File: config.mk
export PLATFORM = sky130hd
export DESIGN_NAME = arb_rsp_demux
export DESIGN_NICKNAME = d
export VERILOG_FILES = /design/src/rtl/arb_rsp_demux.sv
export SDC_FILE = /design/constraint.sdc
export NUM_CORES = 1
export LEC_CHECK = 0
export ABC_AREA = 0
export BUFFER_PORTS_ARGS = -buffer_cell sky130_fd_sc_hd__buf_2
export CAP_MARGIN = 20
export CORE_ASPECT_RATIO = 0.75
export CORE_MARGIN = 8
export CORE_UTILIZATION = 43
export DETAILED_ROUTE_END_ITERATION = 16
export GPL_ROUTABILITY_DRIVEN = 0
export GPL_TIMING_DRIVEN = 0
export HOLD_SLACK_MARGIN = 0.03
export PLACE_DENSITY = 0.82
export RECOVER_POWER = 50
export SYNTH_ARGS = -nofsm -noshare
export SYNTH_HDL_FRONTEND = slang
export SYNTH_SLANG_ARGS = --single-unit
File: constraint.sdc
create_clock -name clk_i -period 6.6 [get_ports clk_i]
set_input_delay 0.99 -clock clk_i [delete_from_list [all_inputs] [get_ports clk_i]]
set_output_delay 0.99 -clock clk_i [all_outputs]
set_load 0.1 [all_outputs]
File: src/rtl/arb_rsp_demux.sv
// arb_rsp_demux
// Keeps the arbitrated input index of each granted request in an in-order
// FIFO. Each returning response goes to the master at the FIFO head, so
// responses come back in the order their requests were granted.
module arb_rsp_demux #(
   parameter int unsigned NumOut    = 4,
   parameter int unsigned DataWidth = 32,
   parameter type         DataType  = logic [DataWidth-1:0],
   parameter int unsigned MaxTrans  = 4,
   parameter int unsigned IdxWidth  = $clog2(NumOut),
   parameter int unsigned CntWidth  = $clog2(MaxTrans + 1)
) (
   input  logic                clk_i,
   input  logic                rst_ni,
   input  logic                flush_i,
   input  logic                req_push_i,
   input  logic [IdxWidth-1:0] req_idx_i,
   output logic                req_ready_o,
   input  logic                rsp_valid_i,
   output logic                rsp_ready_o,
   input  DataType             rsp_data_i,
   output logic [NumOut-1:0]   rsp_valid_o,
   input  logic [NumOut-1:0]   rsp_ready_i,
   output DataType             rsp_data_o,
   output logic [IdxWidth-1:0] rsp_idx_o,
   output logic [CntWidth-1:0] cnt_o,
   output logic                err_o
);

   localparam int unsigned PtrWidth = (MaxTrans > 1) ? $clog2(MaxTrans) : 1;

   logic [IdxWidth-1:0] idx_q [MaxTrans];
   logic [PtrWidth-1:0] rd_ptr_q, wr_ptr_q;
   logic [CntWidth-1:0] cnt_q;
   logic                err_q;
   logic                full, empty, push, pop;
   logic [IdxWidth-1:0] head;

   // Wrap explicitly so depths that are not a power of two work too.
   function automatic logic [PtrWidth-1:0] ptr_inc(input logic [PtrWidth-1:0] p);
      return (p == PtrWidth'(MaxTrans - 1)) ? '0 : p + PtrWidth'(1);
   endfunction

   assign full  = (cnt_q == CntWidth'(MaxTrans));
   assign empty = (cnt_q == '0);
   assign head  = idx_q[rd_ptr_q];

   // A pop does not make room for a push in the same cycle, so
   // req_ready_o depends only on registered state.
   assign push        = req_push_i & ~full;
   assign pop         = rsp_valid_i & rsp_ready_o;
   assign req_ready_o = ~full;
   assign rsp_ready_o = ~empty & rsp_ready_i[head];
   assign rsp_data_o  = rsp_data_i;
   assign rsp_idx_o   = empty ? '0 : head;
   assign cnt_o       = cnt_q;
   assign err_o       = err_q;

   // Decode the head index into a one-hot valid. This is gated by empty,
   // so a push in the same cycle is never routed (no fall-through).
   always_comb begin
      rsp_valid_o = '0;
      for (int i = 0; i < NumOut; i++) begin
         if (rsp_valid_i && !empty && (head == IdxWidth'(i))) rsp_valid_o[i] = 1'b1;
      end
   end

   // Index storage. The entries are data, so they have no reset.
   always_ff @(posedge clk_i) begin
      if (push && !flush_i) idx_q[wr_ptr_q] <= req_idx_i;
   end

   // Pointers, occupancy and the sticky error flag. Flush overrides push and pop.
   always_ff @(posedge clk_i or negedge rst_ni) begin
      if (!rst_ni) begin
         rd_ptr_q <= '0;
         wr_ptr_q <= '0;
         cnt_q    <= '0;
         err_q    <= 1'b0;
      end else if (flush_i) begin
         rd_ptr_q <= '0;
         wr_ptr_q <= '0;
         cnt_q    <= '0;
         err_q    <= 1'b0;
      end else begin
         if (push) wr_ptr_q <= ptr_inc(wr_ptr_q);
         if (pop)  rd_ptr_q <= ptr_inc(rd_ptr_q);
         case ({push, pop})
            2'b10:   cnt_q <= cnt_q + CntWidth'(1);
            2'b01:   cnt_q <= cnt_q - CntWidth'(1);
            default: cnt_q <= cnt_q;
         endcase
         if (rsp_valid_i && empty) err_q <= 1'b1;
      end
   end

`ifndef SYNTHESIS
   // A push while full is a protocol violation. The entry is dropped.
   push_when_full : assert property (@(posedge clk_i) disable iff (!rst_ni)
      !(req_push_i && full))
      else $warning("arb_rsp_demux: push while full, entry dropped");
`endif

endmodule
==> results.toml, run 1 <==
[logic_synthesis]
syn_area_per_cell_um2 = 10.3
synth_most_common_cell = "buf_4"
synth.distinct_cells = 33
ys_top_cells_by_count = "buf_4, nor2_1, dfrtp_1, edfxtp_1, and2_1"
ys_top_cells_by_area = "buf_4, edfxtp_1, dfrtp_1"
synth_top_area_cell = "buf_4"
synth_edf_count = 8
synthCells = 114
yosysWarnings = 0
synth_top_area_frac = 0.204
yosys_most_used_dff = "edfxtp_1"
synth_fp_nets = 163
synth-seq-cells = 16
synth-seq-area-share = 0.374
async_reset_ff_frac = 0.500
netlist_area_um2 = 1180

[cts]
cts_tree = "built"
holdBufCountCts = 0
root_buffer = "clkbuf_4"
numCtsBuffers = 3
cts.sinks = 16
clk_pin_slew_ps = 80
clock_latency_ps = 280
post_cts_buffers = 0
post_cts_resized = 0
clk_path_buf_depth = 2
htreeDepth = 1

[placed_design]
io_buffer_count = 54
place_hpwl_um = 2640
dp_slack_ps = 3590

[hold_path]
min_path_type = "register to register"

[floorplanning]
die_w_um = 76.4
dieArea_um2 = 4690
pin_count = 87
placementRows = 16
coreArea_um2 = 2600
die_h_um = 61.3
start_util = 0.452

[setup_path]
critPathCaptureType = "register"
slowest_delay_ps = 670
worstPathCellList = "mux4_1 -> nand3b_1 -> o22ai_1 -> and2_2 -> fa_1 -> or2b_2 -> nor2_1 -> o21ai_0 -> o311ai_1"
arrival_ps = 3440
crit_type = "register to register"
crit_path_start_kind = "register"
critPathMaxFanout = 9
crit_buf_inv = 0
crit_path_top_delay_cell = "mux4_1"
ff2ff_setup_slack_ps = 3290
required_ps = 6730
cp_top_family = "compound AO/OA/AOI/OAI gates"

[flow_run]
maxCapViolCount = 0

[timing]
drv_slew = 0
finalHoldViolCount = 0
setup_violations = 0
relSlewSlack = 0.222
setup_slack_ps = 3290
min_period_ps = 3310
fin_worst_skew_ps = 6.39
clock.fmax_mhz = 302
setup_tns_ps = 0
worst_slew_pin_slew_ps = 1170
rsz0062_at_grt = "false"
finalCritPeriodShare = 0.502

[global_routing]
grt_pass1_vias = 1007
grt_max_degree = 11
grt_pass1_wl_um = 4530
grt_overflow = 0
antenna_found_initial = 0
grt_use_total = 0.117

[finish]
drive_gt1_frac = 0.471
antenna_cells = 0
syn_to_final_growth_pct = 26.1
nNetsFinal = 222
finalCoreUtilization = 0.571

[routing]
viasPerCell = 4.63
firstDrtPassIters = 4
ant_nets = 0
post_drt_wl_per_cell_um = 14.1
num_vias = 964
finalWirelength_um = 2930
drc = 0
drtIter0Drc = 11

[power_and_ir_drop]
ir_drop_uv = 181
cellLeakagePower_nw = 0.739
p_total_uw = 616
powerDensity_nw_per_um2 = 415

[outcome]
status = "finished clean"
## per-layer routing
layer | routed length [um] | GRT usage
met2 | 1540 | 0.225
met3 | 337 | 0.0569
met1 | 1050 | 0.116
met4 | 0 | 0.0163
met5 | 0 | 0
## path summary, 6_finish.rpt
kind / startpoint / to / depth (start not counted)
setup / recovery: rd_ptr_q[0] / cnt_o[1] / 9
hold / removal: err_o / err_o / 2
setup reg to reg: rd_ptr_q[0] / cnt_o[1] / 9
hold reg to reg: err_o / err_o / 2
max in group asynchronous: rst_ni / rd_ptr_q[0] / 1
min in group asynchronous: rst_ni / wr_ptr_q[1] / 1
## metrics by stage
stage	std cells	hold WS (ps)	cell area (um^2)
after floorplan	114	543	1180
after global placement	204	479	1490
after detailed placement	204	499	1490
after CTS	208	522	1520
after global routing	208	609	1490
final	208	522	1490
## state kept, by name, indices dropped and copies added (netlist names)
name	cells
wr_ptr_q	2
cnt_o	3
idx_q	8
rd_ptr_q	2
err_o	1
## report_power, final
| part | total [mW] | internal [mW] | leakage (nW) | switching [mW] |
|---|---|---|---|---|
| Sequential | 0.140 | 0.120 | 0.180 | 0.0198 |
| Combinational | 0.424 | 0.0858 | 0.544 | 0.338 |
| Clock | 0.0521 | 0.0234 | 0.0150 | 0.0287 |
| Total | 0.616 | 0.229 | 0.739 | 0.387 |
## cells in the final DEF, fill, tap and decap left out
master,instances
nor2_1,14
nor3b_1,1
nand3_1,1
fa_1,1
or3b_2,1
o22ai_1,1
or2b_2,1
clkbuf_4,3
mux4_2,1
nor2b_1,1
or3_1,1
ha_1,5
dfrtp_1,8
buf_2,42
and2_0,4
inv_1,3
o21bai_1,1
o21ai_0,2
o311ai_1,1
and2_2,1
edfxtp_1,8
a211oi_1,1
xnor3_1,1
mux4_1,1
a21oi_1,5
buf_4,32
and2_1,2
or4b_1,1
nand3b_1,1
nand2_1,4
clkbuf_1,14
mux2i_1,4
nor4_1,1
nor4b_1,1
nand2b_1,1
nor3_1,2
## kinds of logic after synthesis
logic type / Yosys count / synth area share
compound gates: 11 / 0.0606
xor+xnor: 1 / 0.0191
fa+ha+maj: 6 / 0.0701
buf+inv: 36 / 0.217
flops: 16 / 0.374
mux: 6 / 0.0755
simple gates: 38 / 0.184
## tightest hold or removal path: stages, from the launching register on
cell and delay [ps]:
dfrtp_1 350, a21oi_1 50, nor2_1 90
## area by class of cell
| type | count | area (um^2) |
|---|---|---|
| buffer | 33 | 244 |
| clock buffer | 4 | 26.3 |
| fill | 250 | 1120 |
| inverter | 3 | 11.3 |
| multi-input combinational | 62 | 463 |
| sequential | 16 | 440 |
| tap | 36 | 45.0 |
| timing repair buffer | 54 | 255 |
Power figures use the tool's default switching activity.
==> run 2: changes to the inputs <==
ABC_AREA = 1   (was 0)
CORE_UTILIZATION = 39   (was 43)
PLACE_DENSITY = 0.74   (was 0.82)
clock period = 2.7 ns   (was 6.6 ns; I/O delays follow)
==> run 2 against run 1 <==
Worst hold slack worse by 140 ps. Combinational power grew to 3.8 times the previous value. Global-route usage shrank 1.3 points. Register-to-register slack worse by 2900 ps. Largest cell class is now multi-input gates. Critical endpoint is now cnt_o[2]. Highest routed layer is now met4. Clock-buffer cell count is 1 lower. Synthesized area grew 17%. Maximum frequency increased by 41%.
==> results.toml, run 2 <==
[routing]
num_vias = 1151
post_drt_wl_per_cell_um = 12.0
finalWirelength_um = 3240
firstDrtPassIters = 4
drtIter0Drc = 26
drc = 0
ant_nets = 0
viasPerCell = 4.26

[finish]
nNetsFinal = 280
largest_reg_flops = 8
fin_area_um2 = 1740
syn_to_final_growth_pct = 26.8
drive_gt1_frac = 0.430
final_cells = 270
antenna_cells = 0
mostFrequentLayoutCells = "nand2_1, buf_4, buf_2"
fillers = 321
regMostFlops = "idx_q"
finalCoreUtilization = 0.523
final_common_cell = "nand2_1"

[placed_design]
io_buffer_count = 54
place_hpwl_um = 2810
dp_slack_ps = 382
dp_cells = 265
dpl_cell_area_um2 = 1720

[logic_synthesis]
synth_fp_nets = 220
yosys_most_used_dff = "edfxtp_1"
syn_area_per_cell_um2 = 8.03
synthCells = 171
synth_most_common_cell = "nand2_1"
synth_top_area_cell = "buf_4"
ys_top_cells_by_count = "nand2_1, buf_4, inv_1"
synth_fa_ha_area_frac = 0.0601
async_reset_ff_frac = 0.500
ys_top_cells_by_area = "buf_4, edfxtp_1, dfrtp_1"
synth_top_area_frac = 0.175
synth.distinct_cells = 25
synth-compound-area-share = 0.0255
synth_top_family_by_area = "simple AND/OR/NAND/NOR gates"
muxShareOfSynthArea = 0
yosysWarnings = 0
synth_edf_count = 8
synth-seq-cells = 16
netlist_area_um2 = 1370
synth-seq-area-share = 0.321
yosys.area_share.simple = 0.331
synthXorXnorAreaFrac = 0.00638

[floorplanning]
die_h_um = 67.4
placementRows = 18
die_w_um = 84.5
pin_count = 87
start_util = 0.412
dieArea_um2 = 5700
coreArea_um2 = 3330

[cts]
htreeDepth = 1
cts.sinks = 16
clk_pin_slew_ps = 60
cts_tree = "built"
clock_latency_ps = 240
numCtsBuffers = 3
post_cts_resized = 0
clk_path_buf_depth = 2
root_buffer = "clkbuf_8"

[power_and_ir_drop]
pwr-share-seq = 0.168
power_switching_mw = 1.42
combPwrFrac = 0.750
powerDensity_nw_per_um2 = 1250
ir_drop_uv = 725
pwr-share-clk = 0.081
p_total_mw = 2.17
cellLeakagePower_nw = 0.918
intPower_uw = 746
switching_share = 0.656

[flow_run]
maxCapViolCount = 0

[global_routing]
grt_max_degree = 10
antenna_found_initial = 0
grt_pass1_vias = 1120
grt_pass1_wl_um = 4930
grt_use_total = 0.104
grt_overflow = 0

[setup_path]
crit_type = "register to register"
critPathCapture = "cnt_o[2]"
critPathCaptureType = "register"
critPathLaunch = "cnt_o[2]"
arrival_ps = 2480
reg2regPathDepth = 13
r2r_end = "cnt_o[2]"
r2r-start = "cnt_o[2]"
crit_path_start_kind = "register"
ff2ff_setup_slack_ps = 360
critPathMaxFanout = 5
required_ps = 2830

[timing]
finalHoldViolCount = 0
worst_slew_pin_slew_ps = 1170
setup_slack_ps = 356
setup_violations = 0
fin_worst_skew_ps = 1.63
min_period_ps = 2340
relSlewSlack = 0.220
setup_tns_ps = 0
rsz0062_at_grt = "false"
drv_slew = 0
hold_slack_ps = 383
clock.fmax_mhz = 427
finalCritPeriodShare = 0.868

[outcome]
status = "finished clean"

[hold_path]
min_path_type = "input port to register"
==> run 2: changes by cell type after synthesis, moves of 4 or more <==
cell | before | now
nand2_2 | 0 | 9
and2_1 | 6 | 0
inv_1 | 3 | 21
nand3_1 | 1 | 13
nand3_2 | 0 | 7
nand2_1 | 4 | 34
nor2_1 | 14 | 10
mux2i_1 | 4 | 0
a21oi_1 | 5 | 1
==> run 2: timing repair <==
item                                   CTS  global route
endpoints found under the hold margin    8             0
hold buffers                             1             0
buffers inserted                         0             0
==> run 2: layout make-up <==
cell class / instances / area [um^2] / area share
Tap cell: 40 / 50.0 / 0.0287
Clock inverter: 1 / 3.75 / 0.00216
Sequential cell: 16 / 443 / 0.254
Multi-Input combinational cell: 97 / 601 / 0.345
Inverter: 25 / 101 / 0.0582
Timing Repair Buffer: 55 / 250 / 0.144
Clock buffer: 3 / 41.3 / 0.0237
Buffer: 33 / 251 / 0.144
==> run 2: per-layer routing <==
metal	share of wire	routed length [um]	vias up	GRT usage
met5	0	0	-	0
met4	0.0034	11	0	0.0177
met3	0.082	266	2	0.0412
met2	0.51	1650	32	0.193
met1	0.40	1310	494	0.112
li1	-	-	623	-
==> run 2: logic make-up after synthesis <==
group	count (synthesis)
xor+xnor	1
simple gates	84
compound gates	6
flops	16
fa+ha+maj	6
buf+inv	58
==> run 2: power by group through the flow <==
stage | clock network (mW) | registers, mW | logic [mW]
3_5_place_dp | 0 | 0.372 | 1.64
2_1_floorplan | 0 | 0.527 | 1.26
4_1_cts | 0.181 | 0.367 | 1.65
5_1_grt | 0.192 | 0.374 | 1.73
3_3_place_gp | 0 | 0.371 | 1.63
6_report | 0.176 | 0.365 | 1.63
==> run 2: how the worst min path moves through the flow <==
stage | from | endpoint | slack (ps) | depth (start not counted)
after CTS | flush_i | err_o | 370 | 2
after global placement | rst_ni | wr_ptr_q[1] | 260 | 1
final | flush_i | err_o | 380 | 2
after detailed placement | rst_ni | wr_ptr_q[1] | 260 | 1
after floorplan | rst_ni | cnt_o[0] | 110 | 0
after global routing | flush_i | err_o | 390 | 2
==> run 2: critical path, stage by stage, from the launching register on <==
cell and delay, ps:
dfrtp_2 440, nor3_1 490, inv_2 130, o21ai_2 110, nor2_4 70, nand3_2 70
inv_1 50, fa_1 370, xnor2_1 200, inv_1 60, nand3_1 80, nand2_1 60
nand2_1 60, nand2_1 50
